===== config.mk =====
export PLATFORM = sky130hd
export DESIGN_NAME = multicycle_control_unit
export DESIGN_NICKNAME = d
export VERILOG_FILES = /design/src/rtl/cpu_types_pkg.sv /design/src/rtl/mc_decode.sv /design/src/rtl/multicycle_control_unit.sv
export SDC_FILE = /design/constraint.sdc
export NUM_CORES = 1
export LEC_CHECK = 0
export ABC_CLOCK_PERIOD_IN_PS = 2430
export CORE_MARGIN = 4
export CORE_UTILIZATION = 46
export CTS_CLUSTER_DIAMETER = 50
export DETAILED_ROUTE_END_ITERATION = 16
export MAX_ROUTING_LAYER = met4
export PLACE_DENSITY = 0.83
export SYNTH_ARGS = -nofsm -noshare
export SYNTH_HDL_FRONTEND = slang
export SYNTH_SLANG_ARGS = --single-unit

===== constraint.sdc =====
create_clock -name CLK -period 2.43 [get_ports CLK]
set_clock_uncertainty 0.2 [all_clocks]
set_input_delay 0.3645 -clock CLK [delete_from_list [all_inputs] [get_ports CLK]]
set_output_delay 0.3645 -clock CLK [all_outputs]
set_load 0.02 [all_outputs]

===== src/rtl/cpu_types_pkg.sv =====
// Shared CPU types for the multicycle control path.
// Holds opcode/funct/ALU-op encodings, FSM state and instruction-class enums,
// datapath mux-select encodings and the decoded-control payload struct.
package cpu_types_pkg;

  localparam int unsigned OPCODE_W = 6;
  localparam int unsigned FUNCT_W  = 6;
  localparam int unsigned ALUOP_W  = 4;

  typedef enum logic [OPCODE_W-1:0] {
    OP_RTYPE = 6'h00,
    OP_J     = 6'h02,
    OP_JAL   = 6'h03,
    OP_BEQ   = 6'h04,
    OP_BNE   = 6'h05,
    OP_ADDI  = 6'h08,
    OP_ADDIU = 6'h09,
    OP_SLTI  = 6'h0A,
    OP_SLTIU = 6'h0B,
    OP_ANDI  = 6'h0C,
    OP_ORI   = 6'h0D,
    OP_XORI  = 6'h0E,
    OP_LUI   = 6'h0F,
    OP_LW    = 6'h23,
    OP_SW    = 6'h2B,
    OP_HALT  = 6'h3F
  } opcode_t;

  typedef enum logic [FUNCT_W-1:0] {
    FN_SLLV = 6'h04,
    FN_SRLV = 6'h06,
    FN_JR   = 6'h08,
    FN_ADD  = 6'h20,
    FN_ADDU = 6'h21,
    FN_SUB  = 6'h22,
    FN_SUBU = 6'h23,
    FN_AND  = 6'h24,
    FN_OR   = 6'h25,
    FN_XOR  = 6'h26,
    FN_NOR  = 6'h27,
    FN_SLT  = 6'h2A,
    FN_SLTU = 6'h2B
  } funct_t;

  // ALU_SLL is zero so an idle control word is all-zero.
  typedef enum logic [ALUOP_W-1:0] {
    ALU_SLL  = 4'd0,
    ALU_SRL  = 4'd1,
    ALU_ADD  = 4'd2,
    ALU_SUB  = 4'd3,
    ALU_AND  = 4'd4,
    ALU_OR   = 4'd5,
    ALU_XOR  = 4'd6,
    ALU_NOR  = 4'd7,
    ALU_SLT  = 4'd8,
    ALU_SLTU = 4'd9
  } aluop_t;

  typedef enum logic [2:0] {
    FETCH  = 3'd0,
    DECODE = 3'd1,
    EXEC   = 3'd2,
    MEM    = 3'd3,
    WB     = 3'd4,
    HALTED = 3'd5
  } mc_state_t;

  typedef enum logic [3:0] {
    RTYPE_ALU = 4'd0,
    ITYPE_ALU = 4'd1,
    LOAD      = 4'd2,
    STORE     = 4'd3,
    BRANCH_EQ = 4'd4,
    BRANCH_NE = 4'd5,
    JUMP      = 4'd6,
    JUMP_LINK = 4'd7,
    JUMP_REG  = 4'd8,
    HALT      = 4'd9,
    ILLEGAL   = 4'd10
  } instr_class_t;

  // ExtOp
  localparam logic [1:0] EXT_ZERO = 2'd0;
  localparam logic [1:0] EXT_SIGN = 2'd1;
  localparam logic [1:0] EXT_LUI  = 2'd2;
  // RegDst
  localparam logic [1:0] RD_RD  = 2'd0;
  localparam logic [1:0] RD_RT  = 2'd1;
  localparam logic [1:0] RD_R31 = 2'd2;
  // MemToReg
  localparam logic [1:0] MTR_ALU = 2'd0;
  localparam logic [1:0] MTR_MEM = 2'd1;
  localparam logic [1:0] MTR_PC  = 2'd2;
  // PCsrc
  localparam logic [1:0] PC_NEXT   = 2'd0;
  localparam logic [1:0] PC_JUMP   = 2'd1;
  localparam logic [1:0] PC_BRANCH = 2'd2;
  localparam logic [1:0] PC_RS     = 2'd3;

  typedef struct packed {
    instr_class_t cls;
    aluop_t       aluop;
    logic [1:0]   ext_op;
    logic         alu_src;
    logic [1:0]   reg_dst;
    logic [1:0]   mem_to_reg;
    logic         ovf_chk;
  } mc_ctrl_t;

endpackage


===== src/rtl/mc_decode.sv =====
// Combinational opcode/funct decoder for the multicycle control unit.
// Ports: i_op (opcode), i_funct (R-type funct) -> o_dec (class plus ALU op,
// extension mode, ALU source, write-back selects and overflow-check flag).
module mc_decode
  import cpu_types_pkg::*;
(
  input  opcode_t  i_op,
  input  funct_t   i_funct,
  output mc_ctrl_t o_dec
);

  always_comb begin
    o_dec            = '0;
    o_dec.cls        = ILLEGAL;
    o_dec.aluop      = ALU_SLL;
    o_dec.ext_op     = EXT_ZERO;
    o_dec.reg_dst    = RD_RD;
    o_dec.mem_to_reg = MTR_ALU;
    case (i_op)
      OP_RTYPE: begin
        o_dec.cls = RTYPE_ALU;
        case (i_funct)
          FN_ADD:  begin o_dec.aluop = ALU_ADD; o_dec.ovf_chk = 1'b1; end
          FN_ADDU: o_dec.aluop = ALU_ADD;
          FN_SUB:  begin o_dec.aluop = ALU_SUB; o_dec.ovf_chk = 1'b1; end
          FN_SUBU: o_dec.aluop = ALU_SUB;
          FN_AND:  o_dec.aluop = ALU_AND;
          FN_OR:   o_dec.aluop = ALU_OR;
          FN_XOR:  o_dec.aluop = ALU_XOR;
          FN_NOR:  o_dec.aluop = ALU_NOR;
          FN_SLT:  o_dec.aluop = ALU_SLT;
          FN_SLTU: o_dec.aluop = ALU_SLTU;
          FN_SLLV: o_dec.aluop = ALU_SLL;
          FN_SRLV: o_dec.aluop = ALU_SRL;
          FN_JR:   o_dec.cls   = JUMP_REG;
          default: o_dec.cls   = ILLEGAL;
        endcase
      end
      OP_ADDI, OP_ADDIU, OP_SLTI, OP_SLTIU, OP_ANDI, OP_ORI, OP_XORI, OP_LUI: begin
        o_dec.cls     = ITYPE_ALU;
        o_dec.alu_src = 1'b1;
        o_dec.reg_dst = RD_RT;
        o_dec.ext_op  = EXT_SIGN;
        case (i_op)
          OP_ADDI:  begin o_dec.aluop = ALU_ADD; o_dec.ovf_chk = 1'b1; end
          OP_ADDIU: o_dec.aluop = ALU_ADD;
          OP_SLTI:  o_dec.aluop = ALU_SLT;
          OP_SLTIU: o_dec.aluop = ALU_SLTU;
          OP_ANDI:  begin o_dec.aluop = ALU_AND; o_dec.ext_op = EXT_ZERO; end
          OP_ORI:   begin o_dec.aluop = ALU_OR;  o_dec.ext_op = EXT_ZERO; end
          OP_XORI:  begin o_dec.aluop = ALU_XOR; o_dec.ext_op = EXT_ZERO; end
          default:  begin o_dec.aluop = ALU_OR;  o_dec.ext_op = EXT_LUI;  end
        endcase
      end
      OP_LW: begin
        o_dec.cls        = LOAD;
        o_dec.aluop      = ALU_ADD;
        o_dec.alu_src    = 1'b1;
        o_dec.ext_op     = EXT_SIGN;
        o_dec.reg_dst    = RD_RT;
        o_dec.mem_to_reg = MTR_MEM;
      end
      OP_SW: begin
        o_dec.cls     = STORE;
        o_dec.aluop   = ALU_ADD;
        o_dec.alu_src = 1'b1;
        o_dec.ext_op  = EXT_SIGN;
      end
      OP_BEQ, OP_BNE: begin
        o_dec.cls    = (i_op == OP_BEQ) ? BRANCH_EQ : BRANCH_NE;
        o_dec.aluop  = ALU_SUB;
        o_dec.ext_op = EXT_SIGN;
      end
      OP_J:    o_dec.cls = JUMP;
      OP_JAL: begin
        o_dec.cls        = JUMP_LINK;
        o_dec.reg_dst    = RD_R31;
        o_dec.mem_to_reg = MTR_PC;
      end
      OP_HALT: o_dec.cls = HALT;
      default: o_dec.cls = ILLEGAL;
    endcase
  end

endmodule


===== src/rtl/multicycle_control_unit.sv =====
// Multicycle MIPS control unit: FETCH/DECODE/EXEC/MEM/WB sequencer that waits
// on ihit/dhit and emits per-state datapath strobes and mux selects.
// Inputs : CLK, RST (sync, active-high), instr, ihit, dhit, zero, overflow.
// Outputs: iREN/dREN/dWEN memory requests, irWEN/pcWEN/regWEN write enables,
//          RegDst/ALUsrc/ExtOp/MemToReg/PCsrc selects, aluop, sticky halt, state.
module multicycle_control_unit
  import cpu_types_pkg::*;
#(
  parameter bit          OVF_TRAP = 1'b1,
  parameter int unsigned WORD_W   = 32
) (
  input  logic              CLK,
  input  logic              RST,
  input  logic [WORD_W-1:0] instr,
  input  logic              ihit,
  input  logic              dhit,
  input  logic              zero,
  input  logic              overflow,
  output logic              iREN,
  output logic              dREN,
  output logic              dWEN,
  output logic              irWEN,
  output logic              pcWEN,
  output logic              regWEN,
  output logic [1:0]        RegDst,
  output logic              ALUsrc,
  output logic [1:0]        ExtOp,
  output logic [1:0]        MemToReg,
  output logic [1:0]        PCsrc,
  output aluop_t            aluop,
  output logic              halt,
  output mc_state_t         state
);

  localparam int unsigned OP_LSB = 26;

  mc_state_t r_state;
  mc_state_t w_next;
  mc_state_t w_state;
  opcode_t   r_op;
  funct_t    r_funct;
  mc_ctrl_t  r_dec;
  mc_ctrl_t  w_dec;
  logic      r_ovf_q;
  logic      w_ihit;
  logic      w_trap;
  logic      w_unused;

  // Only the opcode and funct fields steer control.
  assign w_unused = ^instr;

  mc_decode u_decode (
    .i_op   (r_op),
    .i_funct(r_funct),
    .o_dec  (w_dec)
  );

  // While RST is high the outputs look like an idle FETCH, so no write
  // strobe from the interrupted state can leak into the reset cycle.
  assign w_state = RST ? FETCH : r_state;
  assign w_ihit  = ihit & ~RST;
  assign w_trap  = OVF_TRAP & r_dec.ovf_chk & r_ovf_q;
  assign state   = w_state;

  // State, fetched fields, decoded class and overflow sample
  always_ff @(posedge CLK) begin
    if (RST) begin
      r_state <= FETCH;
      r_op    <= OP_RTYPE;
      r_funct <= FN_ADD;
      r_dec   <= '0;
      r_ovf_q <= 1'b0;
    end else begin
      r_state <= w_next;
      if (r_state == FETCH && ihit) begin
        r_op    <= opcode_t'(instr[OP_LSB +: OPCODE_W]);
        r_funct <= funct_t'(instr[FUNCT_W-1:0]);
      end
      if (r_state == DECODE) r_dec   <= w_dec;
      if (r_state == EXEC)   r_ovf_q <= overflow;
    end
  end

  // Next state and Moore outputs
  always_comb begin
    w_next   = r_state;
    iREN     = 1'b0;
    dREN     = 1'b0;
    dWEN     = 1'b0;
    irWEN    = 1'b0;
    pcWEN    = 1'b0;
    regWEN   = 1'b0;
    RegDst   = RD_RD;
    ALUsrc   = 1'b0;
    ExtOp    = EXT_ZERO;
    MemToReg = MTR_ALU;
    PCsrc    = PC_NEXT;
    aluop    = ALU_SLL;
    halt     = 1'b0;
    case (w_state)
      FETCH: begin
        iREN = 1'b1;
        if (w_ihit) begin
          irWEN  = 1'b1;
          pcWEN  = 1'b1;
          PCsrc  = PC_NEXT;
          w_next = DECODE;
        end
      end
      DECODE: w_next = EXEC;
      EXEC: begin
        aluop  = r_dec.aluop;
        ALUsrc = r_dec.alu_src;
        ExtOp  = r_dec.ext_op;
        w_next = FETCH;
        case (r_dec.cls)
          RTYPE_ALU, ITYPE_ALU: w_next = WB;
          LOAD, STORE:          w_next = MEM;
          BRANCH_EQ: begin PCsrc = PC_BRANCH; pcWEN = zero;  end
          BRANCH_NE: begin PCsrc = PC_BRANCH; pcWEN = ~zero; end
          JUMP:      begin PCsrc = PC_JUMP;   pcWEN = 1'b1;  end
          JUMP_REG:  begin PCsrc = PC_RS;     pcWEN = 1'b1;  end
          JUMP_LINK: begin
            PCsrc    = PC_JUMP;
            pcWEN    = 1'b1;
            regWEN   = 1'b1;
            RegDst   = r_dec.reg_dst;
            MemToReg = r_dec.mem_to_reg;
          end
          HALT:    w_next = HALTED;
          default: w_next = FETCH;
        endcase
      end
      MEM: begin
        aluop  = r_dec.aluop;
        ALUsrc = r_dec.alu_src;
        ExtOp  = r_dec.ext_op;
        if (r_dec.cls == LOAD) begin
          dREN = 1'b1;
          if (dhit) w_next = WB;
        end else if (r_dec.cls == STORE) begin
          dWEN = 1'b1;
          if (dhit) w_next = FETCH;
        end else begin
          w_next = FETCH;
        end
      end
      WB: begin
        aluop    = r_dec.aluop;
        ALUsrc   = r_dec.alu_src;
        ExtOp    = r_dec.ext_op;
        RegDst   = r_dec.reg_dst;
        MemToReg = r_dec.mem_to_reg;
        if (w_trap) begin
          w_next = HALTED;
        end else begin
          regWEN = 1'b1;
          w_next = FETCH;
        end
      end
      HALTED: begin
        halt   = 1'b1;
        w_next = HALTED;
      end
      default: w_next = FETCH;
    endcase
  end

endmodule

==> out/results.txt <==
The count of state elements after synthesis came out at 32. After the first detailed-routing iteration, the DRC count stood at 123. The worst setup path is launched from an input pin. The logs give 0 for the number of max-slew violations in the final report and 44 for the number of distinct library cell variants in the gate-level netlist after synthesis.

The synthesized netlist occupies a cell area of 1850 um2. In this run, synthesis inferred 0 flip-flops with an integrated enable. Synthesis produced a netlist with a net count of 300. The run gives 17 as the largest net degree at the start of global routing.

TritonCTS built the clock tree. The most common cell after layout, fill and taps aside was sky130_fd_sc_hd__nand2_1. The leakage power figure came out at 0.942 nW. The root buffer cell chosen for the clock tree is sky130_fd_sc_hd__clkbuf_8. On the worst path, the slowest cell contributes a delay of 0.52 ns.

Relative slew slack: 0.682. The run gives 1,738 as the via count of the first global-routing pass. The final critical path time including I/O delays and setup is 2.32 ns.

The number of hold violations in the final report is 0. The first global-routing pass estimated 7670 um of wire. For this run, the post-layout net count is 348.

The layout cell share with drive strength beyond 1 came out at 0.135. The number of antenna diodes in the final layout is 0. The DRC violation count after routing came out at 0.

The routed wire length per instance was 12.4 um; the routed via count was 1,915. The logs give 644 um2 for the area occupied by registers and 422 uV for the worst voltage drop across the vdd grid. The area added between synthesis and finish came out at 33.0%. Global routing finished with a remaining overflow of 0.

The total iterations of the first detailed-routing run is 4, and the total track usage is 0.191. Buffers added to address setup during post-CTS repair amount to 0. The initial antenna violation count is 0. Leaving out fill and tap cells, the most frequent cells in the layout are sky130_fd_sc_hd__nand2_1, sky130_fd_sc_hd__nor2_1, sky130_fd_sc_hd__dfxtp_1. Hold timing on the final database bottoms out at a slack of 0.252 ns. The most used flip-flop cell after synthesis is sky130_fd_sc_hd__dfxtp_1. The most numerous cell on the critical path was sky130_fd_sc_hd__buf_4. The sum of negative setup slack was 0 ns. The share of the yosys chip area belonging to registers was 0.346; the number of sinks handled by clock tree synthesis was 32.

At the pin with the least slew margin, the transition time is 0.465 ns. The total number of yosys warnings came out at 0. Broken down by cell family, the worst path's largest delay share belongs to buffers and inverters. After clock tree synthesis, the clock-pin slew on the worst setup and hold paths is 0.07 ns. Based on the critical path, the design can be clocked at up to 430 MHz. The tightest min-delay check is of the reg -> reg type. The number of core rows is 22. At the end of routability-driven placement, the weighted congestion stood at 0.964. The logs give 1.76 ns for the critical path arrival and 2 for the total number of H-tree levels. The die covers 5100 um2. The post-route fraction of the period consumed by the critical path works out to 0.956. Among all stages on the critical path, the largest delay is contributed by sky130_fd_sc_hd__clkdlybuf4s50_1.

The tools report the number of top-level pins as 61. The clock latency on the worst-skew pair was 0.28 ns. The layout filler cell count was 353.

The number of clock buffers added by TritonCTS is 5. The multi-input combinational cells in the finished layout cover a total of 1140 um2. The total of cells resized after clock tree synthesis was 22; the post-detailed-route via-to-cell ratio was 5.33. The deepest clock path buffer count is 2, and the number of I/O port buffers is 40.

The flow ran to the end, and the final reports show no timing, DRC or antenna violations. Of all nets on the critical path, the largest fanout is 8. The buffering stage count on the worst path with inverters included is 4. The core box area is 3770 um2, and the proportion of register bits with asynchronous set or reset after synthesis is 0.

The max capacitance violation total was 0. Setup repair after global routing left no endpoint under its margin. The final setup violation count is 0. For the gate count of the mapped netlist, the log shows 262.

The count of nets left with antenna violations once routing finished came out at 0. The critical path goes through clkdlybuf4s50_1 > buf_4 > buf_4 > nor2_1 > a31o_2 > dlygate4sd2_1. Summing internal, switching and leakage power gives 1.46 mW. The critical path is of the in -> out type.

After the flow finishes, the layout carries non-filler instances totaling 359. Data on the critical path is required at its endpoint by 1.87 ns. Detailed placement ended at an HPWL of 3340 um.

The worst register-to-register path has a setup slack of 0.37 ns. The die is 71.4 um wide. The routed design has 4440 um of wire.

Average size of a mapped cell: 7.06 um2. Kind of capture point of the worst setup path: an output port. The final core utilization came out at 0.652. For the cts-stage hold buffer count, the log shows 0.

From bottom edge to top edge, the die measures 71.4 um. The effective utilization at floorplan came out at 0.490. The number of placed instances, taps included is 351, and the power per unit of standard cell area is 594 nW/um2.
==> area by class of cell <==
cell class                 count  share of cell area
multi-input combinational    210               0.464
sequential                    32               0.262
timing repair buffer          58               0.207
clock buffer                   6              0.0336
tap                           48              0.0244
inverter                       3             0.00458
clock inverter                 2             0.00407
==> state kept, by name, summed over array words and instances (netlist names) <==
register / cells
r_op: 6
r_ovf_q: 1
r_state: 3
r_dec: 16
r_funct: 6
==> kinds of logic (layout without fill, tap and decap cells) <==
kind of cell    after synthesis  count (layout)  synth area share
simple gates                146             146             0.389
flops                        32              32             0.346
compound gates               61              61             0.207
mux                           3               3            0.0162
buf+inv                      20              69            0.0413
==> worst reg2reg max path, stage by stage (launching register included) <==
cell and delay [ns]:
sky130_fd_sc_hd__dfxtp_1 0.46, sky130_fd_sc_hd__nor4_2 0.50, sky130_fd_sc_hd__nand2_1 0.16, sky130_fd_sc_hd__nor3b_1 0.36, sky130_fd_sc_hd__a221oi_1 0.15, sky130_fd_sc_hd__nor3_1 0.17
==> power breakdown <==
part	switching (mW)	internal, mW
clock	0.191	0.225
sequential	0.0787	0.575
combinational	0.208	0.182
==> layer usage <==
metal / wire (um) / GRT usage / vias up
met1: 1920 / 0.227 / 856
met5: 0 / - / -
li1: - / - / 1005
met4: 90 / 0.0793 / 0
met2: 2180 / 0.305 / 47
met3: 241 / 0.0491 / 7
==> stage by stage <==
stage / setup WS [ns] / cell area, um2
after global placement: -0.190 / 2380
after CTS: 0.00533 / 2460
after floorplan: 0.371 / 1850
after global routing: 0.00619 / 2460
after detailed placement: -0.237 / 2380
final: 0.106 / 2460
==> cell usage after synthesis (all sizes together) (2+ instances only) <==
| cell | number | area [um2] |
|---|---|---|
| inv | 3 | 11.3 |
| a311oi | 2 | 23.8 |
| nor3b | 6 | 45.0 |
| nor3 | 11 | 55.1 |
| o22ai | 6 | 37.5 |
| dfxtp | 32 | 641 |
| or3 | 2 | 12.5 |
| mux2i | 3 | 30.0 |
| or3b | 2 | 17.5 |
| clkbuf | 15 | 56.3 |
| nor2b | 11 | 68.8 |
| a211oi | 2 | 15.0 |
| nand3b | 2 | 15.0 |
| o211ai | 2 | 15.0 |
| and2 | 14 | 87.6 |
| o21ai | 11 | 55.1 |
| nand4 | 2 | 12.5 |
| nand3 | 6 | 30.0 |
| a21oi | 25 | 129 |
| nor2 | 31 | 116 |
| buf | 2 | 8.75 |
| nand2 | 48 | 180 |
| nor4 | 3 | 25.0 |
| a2111oi | 3 | 26.3 |
| nand2b | 4 | 25.0 |
==> path summary, 6_finish.rpt <==
check,start,end,cells after the start
worst max register to register,r_op[3],r_dec[13],5
worst max-delay path,RST,pcWEN,6
worst min-delay path,r_dec[1],r_dec[1],2
worst min register to register,r_dec[1],r_dec[1],2
Power figures use the tool's default switching activity.
